## src/rtl/scarv_cop_pmul_iter.sv

```systemverilog
`default_nettype none
// ============================================================================
// Module   : scarv_cop_pmul_iter
// Purpose  : Iterative packed multiplier (integer or carry-less), one
//            multiplier bit per lane per cycle, for the pmul/pclmul classes.
// Revision : 1.0 - initial release
// ============================================================================
module scarv_cop_pmul_iter (
    input  logic        g_clk,
    input  logic        g_resetn,
    input  logic        start,
    output logic        done,
    output logic        busy,
    input  logic [31:0] a,
    input  logic [31:0] b,
    input  logic [2:0]  pw,
    input  logic        high,
    input  logic        ncarry,
    output logic [31:0] result
);

    localparam logic [1:0] c_st_idle = 2'd0;
    localparam logic [1:0] c_st_run  = 2'd1;
    localparam logic [1:0] c_st_done = 2'd2;

    logic [1:0]  r_state;
    logic [1:0]  w_state_nxt;
    logic [63:0] r_acc;
    logic [4:0]  r_count;
    logic [31:0] r_a;
    logic [31:0] r_b;
    logic [2:0]  r_sel;
    logic        r_high;
    logic        r_ncarry;

    logic [2:0]  w_sel_in;
    logic        w_last;
    logic [63:0] w_acc_nxt;
    logic [31:0] w_lo;
    logic [31:0] w_hi;

    logic [63:0] w_acc_cand [5];
    logic [31:0] w_lo_cand  [5];
    logic [31:0] w_hi_cand  [5];

    // Width select: 0..4 for 32/16/8/4/2-bit lanes; unknown encodings act as 1x32.
    always_comb begin
        w_sel_in = 3'd0;
        case (pw)
            3'b010:  w_sel_in = 3'd1;
            3'b011:  w_sel_in = 3'd2;
            3'b100:  w_sel_in = 3'd3;
            3'b101:  w_sel_in = 3'd4;
            default: w_sel_in = 3'd0;
        endcase
    end

    assign w_last = (r_count == (5'd31 >> r_sel));

    genvar gi, gk;
    generate
        for (gi = 0; gi < 5; gi++) begin : g_width
            localparam int c_lw = 32 >> gi;
            localparam int c_nl = 32 / c_lw;
            localparam int c_cw = $clog2(c_lw);

            logic [63:0] w_acc_w;
            logic [31:0] w_lo_w;
            logic [31:0] w_hi_w;

            for (gk = 0; gk < c_nl; gk++) begin : g_lane
                logic [c_lw-1:0]   w_op_a;
                logic [c_lw-1:0]   w_op_b;
                logic [2*c_lw-1:0] w_lane;
                logic [2*c_lw-1:0] w_pp;

                assign w_op_a = r_a[gk*c_lw +: c_lw];
                assign w_op_b = r_b[gk*c_lw +: c_lw];
                assign w_lane = r_acc[gk*2*c_lw +: 2*c_lw];
                assign w_pp   = w_op_b[r_count[c_cw-1:0]]
                              ? ({{c_lw{1'b0}}, w_op_a} << r_count[c_cw-1:0])
                              : '0;
                // Lane-local add or XOR: carries never cross into the next lane.
                assign w_acc_w[gk*2*c_lw +: 2*c_lw] = r_ncarry ? (w_lane ^ w_pp)
                                                               : (w_lane + w_pp);
                assign w_lo_w[gk*c_lw +: c_lw] = w_lane[c_lw-1:0];
                assign w_hi_w[gk*c_lw +: c_lw] = w_lane[2*c_lw-1:c_lw];
            end

            assign w_acc_cand[gi] = w_acc_w;
            assign w_lo_cand[gi]  = w_lo_w;
            assign w_hi_cand[gi]  = w_hi_w;
        end
    endgenerate

    always_comb begin
        w_acc_nxt = w_acc_cand[0];
        w_lo      = w_lo_cand[0];
        w_hi      = w_hi_cand[0];
        case (r_sel)
            3'd1: begin
                w_acc_nxt = w_acc_cand[1];
                w_lo      = w_lo_cand[1];
                w_hi      = w_hi_cand[1];
            end
            3'd2: begin
                w_acc_nxt = w_acc_cand[2];
                w_lo      = w_lo_cand[2];
                w_hi      = w_hi_cand[2];
            end
            3'd3: begin
                w_acc_nxt = w_acc_cand[3];
                w_lo      = w_lo_cand[3];
                w_hi      = w_hi_cand[3];
            end
            3'd4: begin
                w_acc_nxt = w_acc_cand[4];
                w_lo      = w_lo_cand[4];
                w_hi      = w_hi_cand[4];
            end
            default: begin
                w_acc_nxt = w_acc_cand[0];
                w_lo      = w_lo_cand[0];
                w_hi      = w_hi_cand[0];
            end
        endcase
    end

    always_ff @(posedge g_clk) begin
        if (!g_resetn) begin
            r_state <= c_st_idle;
        end else begin
            r_state <= w_state_nxt;
        end
    end

    always_comb begin
        w_state_nxt = r_state;
        case (r_state)
            c_st_idle: if (start) w_state_nxt = c_st_run;
            c_st_run: begin
                if (!start)     w_state_nxt = c_st_idle;
                else if (w_last) w_state_nxt = c_st_done;
            end
            c_st_done: w_state_nxt = c_st_idle;
            default:   w_state_nxt = c_st_idle;
        endcase
    end

    always_ff @(posedge g_clk) begin
        if (!g_resetn) begin
            r_acc    <= '0;
            r_count  <= '0;
            r_a      <= '0;
            r_b      <= '0;
            r_sel    <= '0;
            r_high   <= 1'b0;
            r_ncarry <= 1'b0;
        end else if (r_state == c_st_idle && start) begin
            r_acc    <= '0;
            r_count  <= '0;
            r_a      <= a;
            r_b      <= b;
            r_sel    <= w_sel_in;
            r_high   <= high;
            r_ncarry <= ncarry;
        end else if (r_state == c_st_run && start) begin
            r_acc   <= w_acc_nxt;
            r_count <= r_count + 5'd1;
        end
    end

    assign done   = (r_state == c_st_done);
    assign busy   = (r_state != c_st_idle);
    assign result = done ? (r_high ? w_hi : w_lo) : 32'd0;

endmodule
`default_nettype wire

```

## config.mk

```make
export PLATFORM = sky130hd
export DESIGN_NAME = scarv_cop_pmul_iter
export DESIGN_NICKNAME = d
export VERILOG_FILES = /design/src/rtl/scarv_cop_pmul_iter.sv
export SDC_FILE = /design/constraint.sdc
export NUM_CORES = 2
export LEC_CHECK = 0
export ABC_AREA = 1
export CORE_ASPECT_RATIO = 1.1
export CORE_UTILIZATION = 40
export CTS_CLUSTER_SIZE = 40
export DETAILED_ROUTE_END_ITERATION = 12
export PLACE_DENSITY = 0.58
export SLEW_MARGIN = 20
export SYNTH_ARGS = -nofsm -noshare
export SYNTH_HDL_FRONTEND = slang
export SYNTH_SLANG_ARGS = --single-unit
```

## constraint.sdc

```tcl
create_clock -name g_clk -period 3.35 [get_ports g_clk]
set_clock_uncertainty 0.05 [all_clocks]
set_input_delay 0.5025 -clock g_clk [delete_from_list [all_inputs] [get_ports g_clk]]
set_output_delay 0.5025 -clock g_clk [all_outputs]
set_load 0.02 [all_outputs]
```

# --- After elaboration in Yosys (flattened, before gate mapping) ---
# Index checks and enable logic that the tools add are counted.
classes:
  n_bitwise: 32
  reduce_logical: 6
  eq_ne: 13
  shifts: 32
  magnitude_cmp: 5
  add_sub_neg: 32
  muxes: 134
ops:
  columns: ["op", "n"]
  rows:
  - ["64-bit one-hot mux with 4 select lines", 1]
  - ["32-bit two-way mux", 6]
  - ["16-bit two-way mux", 8]
  - ["4-bit two-way mux", 32]
  - ["64-bit two-way mux", 2]
  - ["8-bit two-way mux", 16]
  - ["32-bit one-hot mux with 4 select lines", 1]
  - ["30-bit one-hot mux with 4 select lines", 1]
  - ["16-bit adder", 4]
  - ["32-bit adder", 2]
  - ["4-bit adder", 16]
  - ["64-bit adder", 1]
  - ["8-bit adder", 8]
  - ["16-bit by 4-bit << shifter with 32-bit output", 2]
  - ["2-bit by 1-bit << shifter with 4-bit output", 16]
  - ["32-bit by 5-bit << shifter with 64-bit output", 1]
  - ["4-bit by 2-bit << shifter with 8-bit output", 8]
  - ["8-bit by 3-bit << shifter with 16-bit output", 4]
  - ["16-bit bitwise XOR", 4]
  - ["32-bit bitwise XOR", 2]
  - ["4-bit bitwise XOR", 16]
  - ["64-bit bitwise XOR", 1]
  - ["8-bit bitwise XOR", 8]
  - ["1-bit two-way mux", 47]
  - ["other kinds (28)", 47]
totals:
  in_bits: 72
  ff_bits: 140
  output_inout_bits: 34
  wordCells: 262

# --- Logic depth before layout (Yosys ltp) ---
depth:
  ltp_word: 6
  depth_mapped: 34
  depth_no_buf: 31

# --- Worst setup path before layout ---
# OpenSTA, ideal clock, no wires.
synth_path:
  path_type: "flip-flop to flip-flop"
  start: "register r_count[0]"
  end: "register r_acc[47] (netlist: g_width[0].g_lane[0].w_lane[47])"
  t_required_ns: 3.191
  period_less_slack_ns: 3.407
  setup_slack_ns: -0.057
  t_arrival_ns: 3.248
  n_path_buf: 4
  setup_ns: 0.109
  path_stages_with_launch: 27
  cell_sequence: "dfxtp_1 buf_6 buf_6 o21ai_1 nand2_1 nand2_1 o21a_2 nand2_2 nand2_4 o21ai_2 buf_6 buf_8 nor2_2 ha_1 nand2_1 nor2_1 inv_1 nor2_1 nand2_1 nor3_1 nand2_1 nand3_1 nand3_1 nand3_1 nand3_1 nand2_1 inv_1"
synth_between:
  elab_chain_cells: 6
  elab_cells_between_ends: 36
  cone_classes: "add/sub: 5; shift: 5; mux: 21; bitwise: 5"
synth_lines:
  columns: ["element", "line", "source"]
  rows:
  - ["from (decl)", "29", "logic [4:0] r_count;"]
  - ["from (signal assigned)", "169", "r_count <= r_count + 5'd1;"]
  - ["1-bit binary-select mux with 5-bit select, or another cell as far along", "80", "assign w_pp = w_op_b[r_count[c_cw-1:0]]"]
  - ["1-bit two-way mux (implied by the code)", "80", null]
  - ["64-bit two-way mux, or another cell as far along", "81", "? ({{c_lw{1'b0}}, w_op_a} << r_count[c_cw-1:0])"]
  - ["64-bit adder, or another cell as far along", "85", ": (w_lane + w_pp);"]
  - ["64-bit two-way mux, or another cell as far along", "84", "assign w_acc_w[gk*2*c_lw +: 2*c_lw] = r_ncarry ? (w_lane ^ w_pp)"]
  - ["64-bit one-hot mux with 4 select lines *", "100", "case (r_sel)"]
  - ["to (signal assigned)", "168", "r_acc <= w_acc_nxt;"]
  - ["to (decl)", "28", "logic [63:0] r_acc;"]
# Mark *: on every way between the ends. The rest lies on a longest branch, timed or not. The select of a mux whose other input is x is not followed.
# A chain may end at the register's enable or synchronous reset.

# --- Worst setup path after layout ---
layout_path:
  start: "register r_count[0]"
  end: "register r_acc[46] (netlist: g_width[0].g_lane[0].w_lane[46])"
# The elaborated chain is that of the path after synthesis.

==> impl_metrics.json <==
{
  "clock_latency_ps": 520,
  "dp_slack_ps": -894.3,
  "vdd_drop_max_uv": 387.4,
  "dp_hpwl_um": 134500,
  "max_stage_delay_ps": 430,
  "grt_use_total_pct": 42.12,
  "initial_utilization_pct": 40.31,
  "syn-num-nets": 6064,
  "antenna_left": 0,
  "cellPowerDensity_nw_per_um2": 174.7,
  "fin_ws_ps": -692.2,
  "end_kind": "flip-flop",
  "yosysTopAreaCellShare_pct": 19.51,
  "cts_buffer_depth": 2,
  "firstDrtPassIters": 7,
  "ys_seq_area_share_pct": 9.333,
  "cp_max_fo": 12,
  "core_area_sq_um": 74490,
  "drtIter0Drc": 5286,
  "worst_pin_slew_ps": 1065,
  "rsz0062_at_grt": "true",
  "post_drt_via_cell_ratio": 5.574,
  "fp.dieH_um": 289.4,
  "slew_headroom_pct": 28.92,
  "min_path_type": "input pin to flip-flop",
  "max_cap_viol_count": 0,
  "clkTransAtPathRegs_ps": 100,
  "clkSinkCount": 140,
  "grt_max_degree": 103,
  "yosysMostFrequentCell": "nand2_1",
  "criticalPathCategory": "flip-flop to flip-flop",
  "rows": 105,
  "yosysWarnings": 0,
  "avgRoutedWirePerCell_um": 21.57,
  "hold_viol": 0,
  "crit_path_frequent_cell": "nand2_1",
  "fp.dieW_um": 263.2,
  "syn-instance-count": 5671,
  "ys_types": 55,
  "die-area_sq_um": 76180,
  "via_count": 42820,
  "utilization_pct": 57.34,
  "ys_async_sr_fraction_pct": 0,
  "fmax_mhz": 247.4,
  "critical_path_required_ps": 3770,
  "first_global_vias": 38460,
  "violations": "negative setup slack",
  "synth_common_cells": "nand2_1, inv_1, nor2_1",
  "worst_ep_arrival_time_ps": 4470,
  "period_share_pct": 120.7,
  "synth_area_sq_um": 30030,
  "slew_violations": 0,
  "ys_seq_elements": 140,
  "fin_nets": 7092,
  "min_period_ps": 4042,
  "gp_congestion": 1.065,
  "antenna_found_initial": 9,
  "outcome": "finished with violations",
  "drc_errors": 0,
  "grt_overflow_total": 0,
  "setup_viol_count_final": 65,
  "ctsHoldBuffers": 0,
  "power_uw": 7464,
  "startpoint_type": "flip-flop",
  "yosys.area.top_type": "nand2_1",
  "grt_pass1_wl_um": 240100,
  "slowest_stage": "dfxtp_4",
  "synth_edf_count": 0,
  "cts_buffers": 17,
  "synth_area_leaders": "nand2_1, ha_1, inv_1",
  "port-buffer-count": 105,
  "ctsRootBufferMaster": "clkbuf_16",
  "synth.avg_cell_area_sq_um": 5.295,
  "wl_um": 165600,
  "ys.flop_type": "dfxtp_1",
  "drive_gt1_share_pct": 24.79,
  "p_leak_uw": 0.02230,
  "io_pins": 106,
  "area_growth_pct": 42.24,
  "htree_levels": 4,
  "cts_tree": "yes"
}
## state kept, by name (all words and copies together) (netlist names), named ones only
register               count
r_ncarry                   1
r_high                     1
g_width.g_lane.w_op_a     32
r_count                    5
r_state                    2
r_sel                      3
g_width.g_lane.w_lane     63
g_width.g_lane.w_op_b     32
## critical path: cells and delay by family (launching register included)
family	cells	cell delay, ps
and+or+nand+nor	14	1610
AOI/OAI and AO/OA	6	940
buffers and inverters	7	740
DFF	1	430
adders and majority gates	1	230
## area by class of cell
class	instances	area, sq um
repair buffers	1226	9844
fillers	7847	31770
diodes	6	15.01
clock buffers	17	425.4
flip-flops and latches	140	2815
multi-input cells	4488	25110
well taps	963	1205
inverters	826	3127
clock inverters	15	170.2
## metrics by stage
step	cells	setup TNS, ps	area (sq um)	hold WS (ps)
after floorplan	5671	-29.40	30040	389.0
after CTS	7670	-26490	41850	279.1
after global placement	7608	-40300	39790	410.3
after global routing	7678	-45160	42710	298.1
after detailed placement	7608	-42260	39790	421.9
final	7681	-30150	42720	290.0
## final timing paths
check	depth (start not counted)	slack, ps	startpoint	to
max	28	-690	r_count[0]	g_width[0].g_lane[0].w_lane[46]
min	3	290	g_resetn	r_state[1]
max reg2reg	28	-690	r_count[0]	g_width[0].g_lane[0].w_lane[46]
min reg2reg	2	440	g_width[0].g_lane[0].w_op_b[17]	g_width[0].g_lane[0].w_op_b[17]
## cells in the final DEF (no fill, tap or decap), drive strengths merged, types with 4 or more instances in the layout
| master | instances |
|---|---|
| a211oi | 19 |
| a21o | 21 |
| a21oi | 552 |
| a221oi | 10 |
| a22o | 7 |
| a31oi | 24 |
| and2 | 7 |
| and3 | 4 |
| buf | 1132 |
| clkbuf | 17 |
| clkdlybuf4s50 | 75 |
| clkinv | 6 |
| dfxtp | 140 |
| diode | 6 |
| dlygate4sd2 | 14 |
| dlymetal6s2s | 5 |
| fa | 31 |
| ha | 290 |
| inv | 833 |
| nand2 | 1580 |
| nand3 | 440 |
| nand3b | 20 |
| nand4 | 26 |
| nor2 | 650 |
| nor3 | 105 |
| nor4 | 7 |
| o211ai | 15 |
| o21a | 11 |
| o21ai | 532 |
| o21bai | 29 |
| o221ai | 9 |
| o22ai | 33 |
| o32ai | 6 |
| or2 | 29 |
| xor2 | 10 |
## report_power, final
group / internal, uW / switching [uW] / leakage, uW
Clock: 1010 / 1130 / 0.000290
Combinational: 1360 / 2060 / 0.0209
Sequential: 1760 / 147 / 0.00115
## routing by layer
metal	global-route usage [%]	wire length, um
met5	0	0
met4	14.47	6536
met3	9.095	19800
met2	62.77	67330
met1	59.39	71980
## logic make-up (layout without fill, tap and decap cells)
group	count (synthesis)	count (layout)	share of synthesized area, %
xor+xnor	10	10	0.2916
buf+inv	1043	2084	13.56
compound gates	1286	1286	23.37
fa+ha+maj	321	321	14.15
other cells	0	6	0
flops	140	140	9.333
mux	2	2	0.06667
simple gates	2869	2869	39.23
## timing repair
action | CTS | global route
setup endpoints to repair | 94 | 79
cloned | 5 | 0
setup buffers | 26 | 5
gates resized for setup | 352 | 224
pin swaps | 55 | 26
endpoints found under the hold margin | 0 | 0
Note: power is estimated with default switching activity, not from simulation.
